===== src/rtl/deser_pkg.sv =====
// Shared types and elaboration helpers for the deser_word_rx receiver.
package deser_pkg;

    typedef enum logic [1:0] {
        IDLE   = 2'd0,
        SHIFT  = 2'd1,
        PARITY = 2'd2
    } state_e;

    // Number of beats needed to fill one word.
    function automatic int unsigned beats(input int unsigned word_w, input int unsigned lanes);
        return word_w / lanes;
    endfunction

    // True when v is a non-zero power of two.
    function automatic bit is_pow2(input int unsigned v);
        return (v != 0) && ((v & (v - 1)) == 0);
    endfunction

endpackage


===== src/rtl/deser_word_rx_fifo.sv =====
// Small synchronous word FIFO with registered full/empty flags and a level count.
module deser_fifo #(
    parameter int unsigned W     = 33,
    parameter int unsigned DEPTH = 2
) (
    input  logic                       clk,
    input  logic                       reset,
    input  logic                       push_i,
    input  logic [W-1:0]               push_data_i,
    input  logic                       pop_i,
    output logic [W-1:0]               head_o,
    output logic                       full_o,
    output logic                       empty_o,
    output logic [$clog2(DEPTH):0]     level_o
);

    localparam int unsigned AW = $clog2(DEPTH);
    localparam int unsigned LW = AW + 1;

    logic [W-1:0]  mem_q [DEPTH];
    logic [AW-1:0] wr_ptr_q;
    logic [AW-1:0] rd_ptr_q;
    logic [LW-1:0] level_q;
    logic [LW-1:0] level_d;
    logic          full_q;
    logic          empty_q;
    logic          do_push;
    logic          do_pop;

    // Qualify requests against the flags and compute the next fill level.
    always_comb begin
        do_push = push_i & ~full_q;
        do_pop  = pop_i & ~empty_q;
        level_d = level_q;
        if (do_push && !do_pop) begin
            level_d = level_q + LW'(1);
        end else if (do_pop && !do_push) begin
            level_d = level_q - LW'(1);
        end
    end

    // Storage, wrapping pointers and flags registered from the next level.
    always_ff @(posedge clk) begin
        if (reset) begin
            wr_ptr_q <= '0;
            rd_ptr_q <= '0;
            level_q  <= '0;
            full_q   <= 1'b0;
            empty_q  <= 1'b1;
            for (int unsigned i = 0; i < DEPTH; i++) begin
                mem_q[i] <= '0;
            end
        end else begin
            if (do_push) begin
                mem_q[wr_ptr_q] <= push_data_i;
                wr_ptr_q        <= wr_ptr_q + AW'(1);
            end
            if (do_pop) begin
                rd_ptr_q <= rd_ptr_q + AW'(1);
            end
            level_q <= level_d;
            full_q  <= (level_d == LW'(DEPTH));
            empty_q <= (level_d == '0);
        end
    end

    assign head_o  = mem_q[rd_ptr_q];
    assign full_o  = full_q;
    assign empty_o = empty_q;
    assign level_o = level_q;

endmodule


===== src/rtl/deser_word_rx.sv =====
// Multi-lane serial-to-parallel word receiver with an output word FIFO.
// Optional feature: define DESER_PARITY_EN to take a trailing even-parity beat
// per word and report a per-word parity error on word_err_o.
module deser_word_rx
    import deser_pkg::*;
#(
    parameter int unsigned WORD_W     = 32,
    parameter int unsigned LANES      = 1,
    parameter int unsigned FIFO_DEPTH = 2,
    parameter bit          MSB_FIRST  = 1'b1
) (
    input  logic                          clk,
    input  logic                          reset,
    input  logic                          enable_i,
    input  logic                          bit_valid_i,
    input  logic [LANES-1:0]              bit_in_i,
    output logic                          bit_ready_o,
    output logic                          word_valid_o,
    output logic [WORD_W-1:0]             word_data_o,
    output logic                          word_err_o,
    input  logic                          word_ready_i,
    output logic [$clog2(FIFO_DEPTH):0]   fifo_level_o
);

    localparam int unsigned BEATS = beats(WORD_W, LANES);
    localparam int unsigned CNT_W = $clog2(BEATS + 1);
    localparam int unsigned FW    = WORD_W + 1;

    // Reject configurations the datapath cannot represent.
    if ((WORD_W % LANES) != 0) begin : g_bad_lanes
        $error("deser_word_rx: WORD_W must be a multiple of LANES");
    end
    if (!is_pow2(FIFO_DEPTH) || (FIFO_DEPTH < 2)) begin : g_bad_depth
        $error("deser_word_rx: FIFO_DEPTH must be a power of 2 and >= 2");
    end

    state_e            state_q;
    logic [CNT_W-1:0]  cnt_q;
    logic [WORD_W-1:0] acc_q;
    logic [WORD_W-1:0] acc_shift;
    logic              last_beat;
    logic              accept;
    logic              push;
    logic [FW-1:0]     push_data;
    logic [FW-1:0]     fifo_head;
    logic              fifo_full;
    logic              fifo_empty;

    // Accumulator with the current beat folded in, in the configured bit order.
    if (BEATS == 1) begin : g_shift_one
        assign acc_shift = bit_in_i;
    end else if (MSB_FIRST) begin : g_shift_msb
        assign acc_shift = {acc_q[WORD_W-LANES-1:0], bit_in_i};
    end else begin : g_shift_lsb
        assign acc_shift = {bit_in_i, acc_q[WORD_W-1:LANES]};
    end

    // Beat acceptance and FIFO write request for the completing beat.
    always_comb begin
        accept    = enable_i & bit_valid_i & ~fifo_full;
        last_beat = (cnt_q == CNT_W'(BEATS - 1));
`ifdef DESER_PARITY_EN
        push      = accept & (state_q == PARITY);
        push_data = {(^acc_q) ^ bit_in_i[0], acc_q};
`else
        push      = accept & last_beat;
        push_data = {1'b0, acc_shift};
`endif
    end

    // Receive FSM, beat counter and accumulator.
    always_ff @(posedge clk) begin
        if (reset) begin
            state_q <= IDLE;
            cnt_q   <= '0;
            acc_q   <= '0;
        end else if (!enable_i) begin
            state_q <= IDLE;
            cnt_q   <= '0;
            acc_q   <= '0;
        end else if (accept) begin
            case (state_q)
                IDLE, SHIFT: begin
                    if (last_beat) begin
`ifdef DESER_PARITY_EN
                        state_q <= PARITY;
                        cnt_q   <= CNT_W'(BEATS);
                        acc_q   <= acc_shift;
`else
                        state_q <= IDLE;
                        cnt_q   <= '0;
                        acc_q   <= '0;
`endif
                    end else begin
                        state_q <= SHIFT;
                        cnt_q   <= cnt_q + CNT_W'(1);
                        acc_q   <= acc_shift;
                    end
                end
                default: begin
                    state_q <= IDLE;
                    cnt_q   <= '0;
                    acc_q   <= '0;
                end
            endcase
        end
    end

    deser_fifo #(
        .W     (FW),
        .DEPTH (FIFO_DEPTH)
    ) u_fifo (
        .clk         (clk),
        .reset       (reset),
        .push_i      (push),
        .push_data_i (push_data),
        .pop_i       (word_ready_i),
        .head_o      (fifo_head),
        .full_o      (fifo_full),
        .empty_o     (fifo_empty),
        .level_o     (fifo_level_o)
    );

    assign bit_ready_o  = ~fifo_full;
    assign word_valid_o = ~fifo_empty;
    assign word_data_o  = fifo_head[WORD_W-1:0];

`ifdef DESER_PARITY_EN
    assign word_err_o = fifo_head[WORD_W];
`else
    logic unused_err;
    assign unused_err = fifo_head[WORD_W];
    assign word_err_o = 1'b0;
`endif

endmodule


===== config.mk =====
export PLATFORM = sky130hd
export DESIGN_NAME = deser_word_rx
export DESIGN_NICKNAME = d
export VERILOG_FILES = /design/src/rtl/deser_pkg.sv /design/src/rtl/deser_word_rx_fifo.sv /design/src/rtl/deser_word_rx.sv
export SDC_FILE = /design/constraint.sdc
export NUM_CORES = 1
export LEC_CHECK = 0
export BUFFER_PORTS_ARGS = -buffer_cell sky130_fd_sc_hd__buf_4
export CAP_MARGIN = 25
export CORE_MARGIN = 1
export CORE_UTILIZATION = 53
export CTS_CLUSTER_DIAMETER = 100
export DETAILED_ROUTE_END_ITERATION = 8
export PLACE_DENSITY = 0.75
export REMOVE_ABC_BUFFERS = 1
export SYNTH_ARGS = -nofsm -noshare
export SYNTH_HDL_FRONTEND = slang
export SYNTH_SLANG_ARGS = --single-unit

===== constraint.sdc =====
create_clock -name clk -period 2.8 [get_ports clk]
set_input_delay 0.28 -clock clk [delete_from_list [all_inputs] [get_ports clk]]
set_output_delay 0.28 -clock clk [all_outputs]
set_load 0.05 [all_outputs]

## Word level (Yosys, flattened, before mapping)

Memory sizes are Yosys's and may differ from the RTL's. A register that Yosys moved wholly into a read port is not among the register bits.
Cells that the tools add are included.

- Register bits: 45
- Memories kept: 1
- Output and inout port bits: 37
- Input bits: 6
- Word-level logic and storage cells: 52
- Bits in writable memories: 64

Memories:

| memory | words | width | read ports | clocked after Yosys merged registers in | wr ports | line | text |
|---|---|---|---|---|---|---|---|
| u_fifo.mem_q | 2 | 32 | 1 | 1 | 2 | deser_word_rx_fifo.sv:20 | `logic [W-1:0] mem_q [DEPTH];` |

- Bitwise operators: 8
- Eq/ne operators: 3
- Mux-type cells: 18
- Reduce and logical (&&, ||, !) cells: 9
- Add/subtract/negate cells: 5

Operator list:

| cell | number |
|---|---|
| $mux 31 | 2 |
| $mux 32 | 1 |
| $reduce_or 32->1 | 1 |
| $mux 6 | 2 |
| $mux 1 | 10 |
| $add 6x1->6 const B | 1 |
| $eq 6x5->1 const B | 1 |
| $mux 2 | 3 |
| $and 1x1->1 | 5 |
| $logic_not 2->1 | 2 |
| $reduce_or 2->1 | 2 |
| $not 1->1 | 3 |
| $add 1x1->1 const B | 2 |
| $add 2x1->2 const B | 1 |
| $eq 2x1->1 const B | 1 |
| $eq 2x2->1 const B | 1 |
| $logic_and 1x1->1 | 2 |
| $logic_not 1->1 | 2 |
| $sub 2x1->2 const B | 1 |

## Longest topological paths before layout

- Depth after elaboration: 9
- Gate-level depth with buffers: 7

## Modules after synthesis

Synthesis repeated with hierarchy kept, for this count alone.

- Cell total of the unflattened synthesis: 396
- Area total of the unflattened synthesis: 5083.6 µm²

Modules (own cells, without submodules):

| module | cells each | area an instance (µm²) | times used | sequential area each (µm²) |
|---|---|---|---|---|
| deser_fifo | 213 | 3198.1 | 1 | 2122.0 |
| deser_word_rx | 183 | 1885.6 | 1 | 740.7 |

## Worst setup path before layout

No wires, ideal clock.

- Kind: register to register
- From: register cnt_q[0]
- To: memory u_fifo.mem_q[0][0] (netlist bit), enable pin
- Library setup time: 428 ps
- Path slack: -161 ps
- Cell stages (with the launch flop): 5
- Arrival: 2532 ps
- Buffers on the path: 0
- Cell sequence: dfxtp_1 -> ha_1 -> and4b_1 -> nand4b_1 -> o21bai_1

RTL lines:

| element | line | text |
|---|---|---|
| from (decl) | deser_word_rx.sv:38 | `logic [CNT_W-1:0] cnt_q;` |
| from (signal assigned) | deser_word_rx.sv:96 | `cnt_q <= cnt_q + CNT_W'(1);` |
| to (decl) | deser_word_rx_fifo.sv:20 |  |

==> results.json <==
{
  "grt_pass1_wl_um": 12800,
  "num_rows": 33,
  "ys_warn_count": 0,
  "min_path_type": "in -> reg",
  "drv_cap": 0,
  "pre_cts_ws_ps": 804,
  "vdd_drop_max_uv": 330,
  "hold_violations": 0,
  "post-cts-setup-buffer-count": 0,
  "insertedDiodeCount": 0,
  "cts-buffers-inserted": 9,
  "clock-root-buffer": "clkbuf_8",
  "relSlewSlack": 0.622,
  "setup_viol": 0,
  "gp_congestion": 0.821,
  "async_reset_ff_frac": 0,
  "leakagePower_nw": 1.82,
  "worst_pin_slew_ps": 567,
  "critPathCaptureType": "flop",
  "start_util": 0.548,
  "dr.first_iter.drc_count": 117,
  "core_area_um2": 8260,
  "grt_pass1_vias": 2773,
  "syn2layout_area_growth_pct": 14.4,
  "drt-pass1-iter-count": 5,
  "syn_avg_cell_area_um2": 11.8,
  "fill_cells": 686,
  "rsz0062_at_grt": "no",
  "route.detailed.drc": 0,
  "critPathArrivalTime_ps": 1970,
  "grt.overflow.total": 0,
  "start_kind": "flop",
  "drv_slew": 0,
  "yosysUniqueCellTypes": 39,
  "setup_slack_ps": 835,
  "required_ps": 2810,
  "antenna_left": 0,
  "cp_max_fo": 32,
  "clk_pin_slew_ps": 90,
  "die_area_um2": 8910,
  "power.density_nw_per_um2": 582,
  "ctsHoldBuffers": 0,
  "wl_per_cell_um": 14.9,
  "fp.dieW_um": 94.4,
  "routed_wl_um": 7890,
  "status": "finished clean",
  "htree_num_levels": 3,
  "period_share": 0.702,
  "insertion_delay_ps": 360,
  "finalNetCount": 428,
  "synth.top_cells.by_count": "64 x and2_1, 64 x edfxtp_1, 44 x dfxtp_1, 37 x nand2_1, 34 x mux2_2",
  "yosys.area.top_type_share": 0.425,
  "pin_count": 43,
  "die_y_um": 94.4,
  "fin_skew_ps": 15.0,
  "vias_per_cell": 5.40,
  "vias": 2867,
  "cts_tree": "done",
  "critical_path_class": "reg -> reg",
  "yosysTopAreaCell": "edfxtp_1",
  "clock_path_buffers": 2,
  "drive_above_1_share": 0.256,
  "antenna_found_initial": 0,
  "period_needed_ps": 1960,
  "ctsResizeCount": 0,
  "yosysSeqAreaShare": 0.620,
  "clock-sinks": 108,
  "netlist_area_um2": 4520,
  "grtUsageTotal": 0.188,
  "synth_seq_cells": 108,
  "io_buffers": 41,
  "synth_area_leaders": "edfxtp_1 42%, dfxtp_1 19%, and2_1 8.9%, mux2_2 8.5%, a21oi_1 3.7%",
  "power_mw": 3.01,
  "synth_flop_cell": "edfxtp_1",
  "fmax_mhz": 509,
  "grt_start_max_net_pins": 38,
  "synth_edf_count": 64,
  "synthCells": 384,
  "hpwl_um": 4670
}
## kinds of logic (layout without fill, tap and decap cells)
logic type               after synthesis  count (layout)  synth area share
AND/OR/NAND/NOR                      162             162             0.202
flip-flops                           108             108             0.620
AO/OA/AOI/OAI                         40              40            0.0484
multiplexers                          36              36            0.0891
buffers and inverters                 30              72            0.0257
XOR/XNOR                               6               6            0.0116
adder cells (fa/ha/maj)                1               1           0.00277
other                                  1               1          0.000829
## layer usage
layer / vias up / share of wire / wire length (µm) / track usage
met5: - / 0 / 0 / 0
met1: 1380 / 0.47 / 3680 / 0.242
met4: 0 / 0.014 / 112 / 0.0833
met3: 11 / 0.047 / 369 / 0.0274
met2: 70 / 0.47 / 3740 / 0.315
li1: 1406 / - / - / -
## cell type report
type | instances | area (µm²) | share of cell area
clock buffers | 11 | 141 | 0.0273
repair buffers | 53 | 398 | 0.0769
clock inverters | 5 | 82.6 | 0.0160
multi-input cells | 246 | 1610 | 0.311
well taps | 105 | 131 | 0.0254
inverters | 3 | 11.3 | 0.00218
flip-flops and latches | 108 | 2800 | 0.542
## cell usage in the layout (no fill, tap or decap), types with 2 or more instances in the layout
master,netlist,routed
nand2_1,37,37
mux2i_1,2,2
xor2_1,3,3
nand3_1,32,32
nand4_1,2,2
nand2b_1,3,3
buf_4,1,53
bufinv_16,0,2
dfxtp_1,44,44
a21oi_1,33,33
xnor2_1,3,3
edfxtp_1,64,64
clkbuf_8,0,10
and2_1,64,64
mux2_2,34,34
nor2b_1,2,2
inv_1,3,3
nor2_1,8,8
nor3_1,3,3
## power by group
part	total [mW]	leakage, nW	switching [mW]	internal (mW)
Sequential	1.73	0.962	0.0118	1.72
Clock	1.04	0.114	0.506	0.532
Combinational	0.240	0.745	0.173	0.0667
Total	3.01	1.82	0.691	2.32
## through the flow
| stage | area, µm² | setup TNS, ps | hold slack [ps] | std cells | utilization |
|---|---|---|---|---|---|
| 2_1_floorplan | 4420 | -5140 | 352 | 357 | - |
| 3_3_place_gp | 4950 | 0 | 453 | 515 | 0.600 |
| 3_5_place_dp | 4950 | 0 | 454 | 515 | 0.600 |
| 4_1_cts | 5170 | 0 | 190 | 531 | 0.627 |
| 5_1_grt | 5170 | 0 | 201 | 531 | 0.627 |
| 6_report | 5170 | 0 | 202 | 531 | 0.627 |
## worst max-delay path, cell delays in order, from the launching register on
cell and delay, ps:
dfxtp_1 370, ha_1 270, nand4_4 150, nor3_1 260, a21o_1 160, buf_4 400
## worst paths after layout
check        slack, ps                   to  startpoint  depth (start not counted)
max reg2reg        840  u_fifo.mem_q[1][12]    cnt_q[0]                          5
min                200                 flop       reset                          2
max                840  u_fifo.mem_q[1][12]    cnt_q[0]                          5
min reg2reg        460            acc_q[30]   acc_q[30]                          2
## flip-flops by register name, indices dropped and copies added (netlist names), named ones only
name,flops
u_fifo.wr_ptr_q,1
u_fifo.rd_ptr_q,1
cnt_q,6
u_fifo.mem_q,64
acc_q,31
u_fifo.level_o,2
u_fifo.full_o,1
u_fifo.empty_o,1
Note: power is estimated with default switching activity, not from simulation.
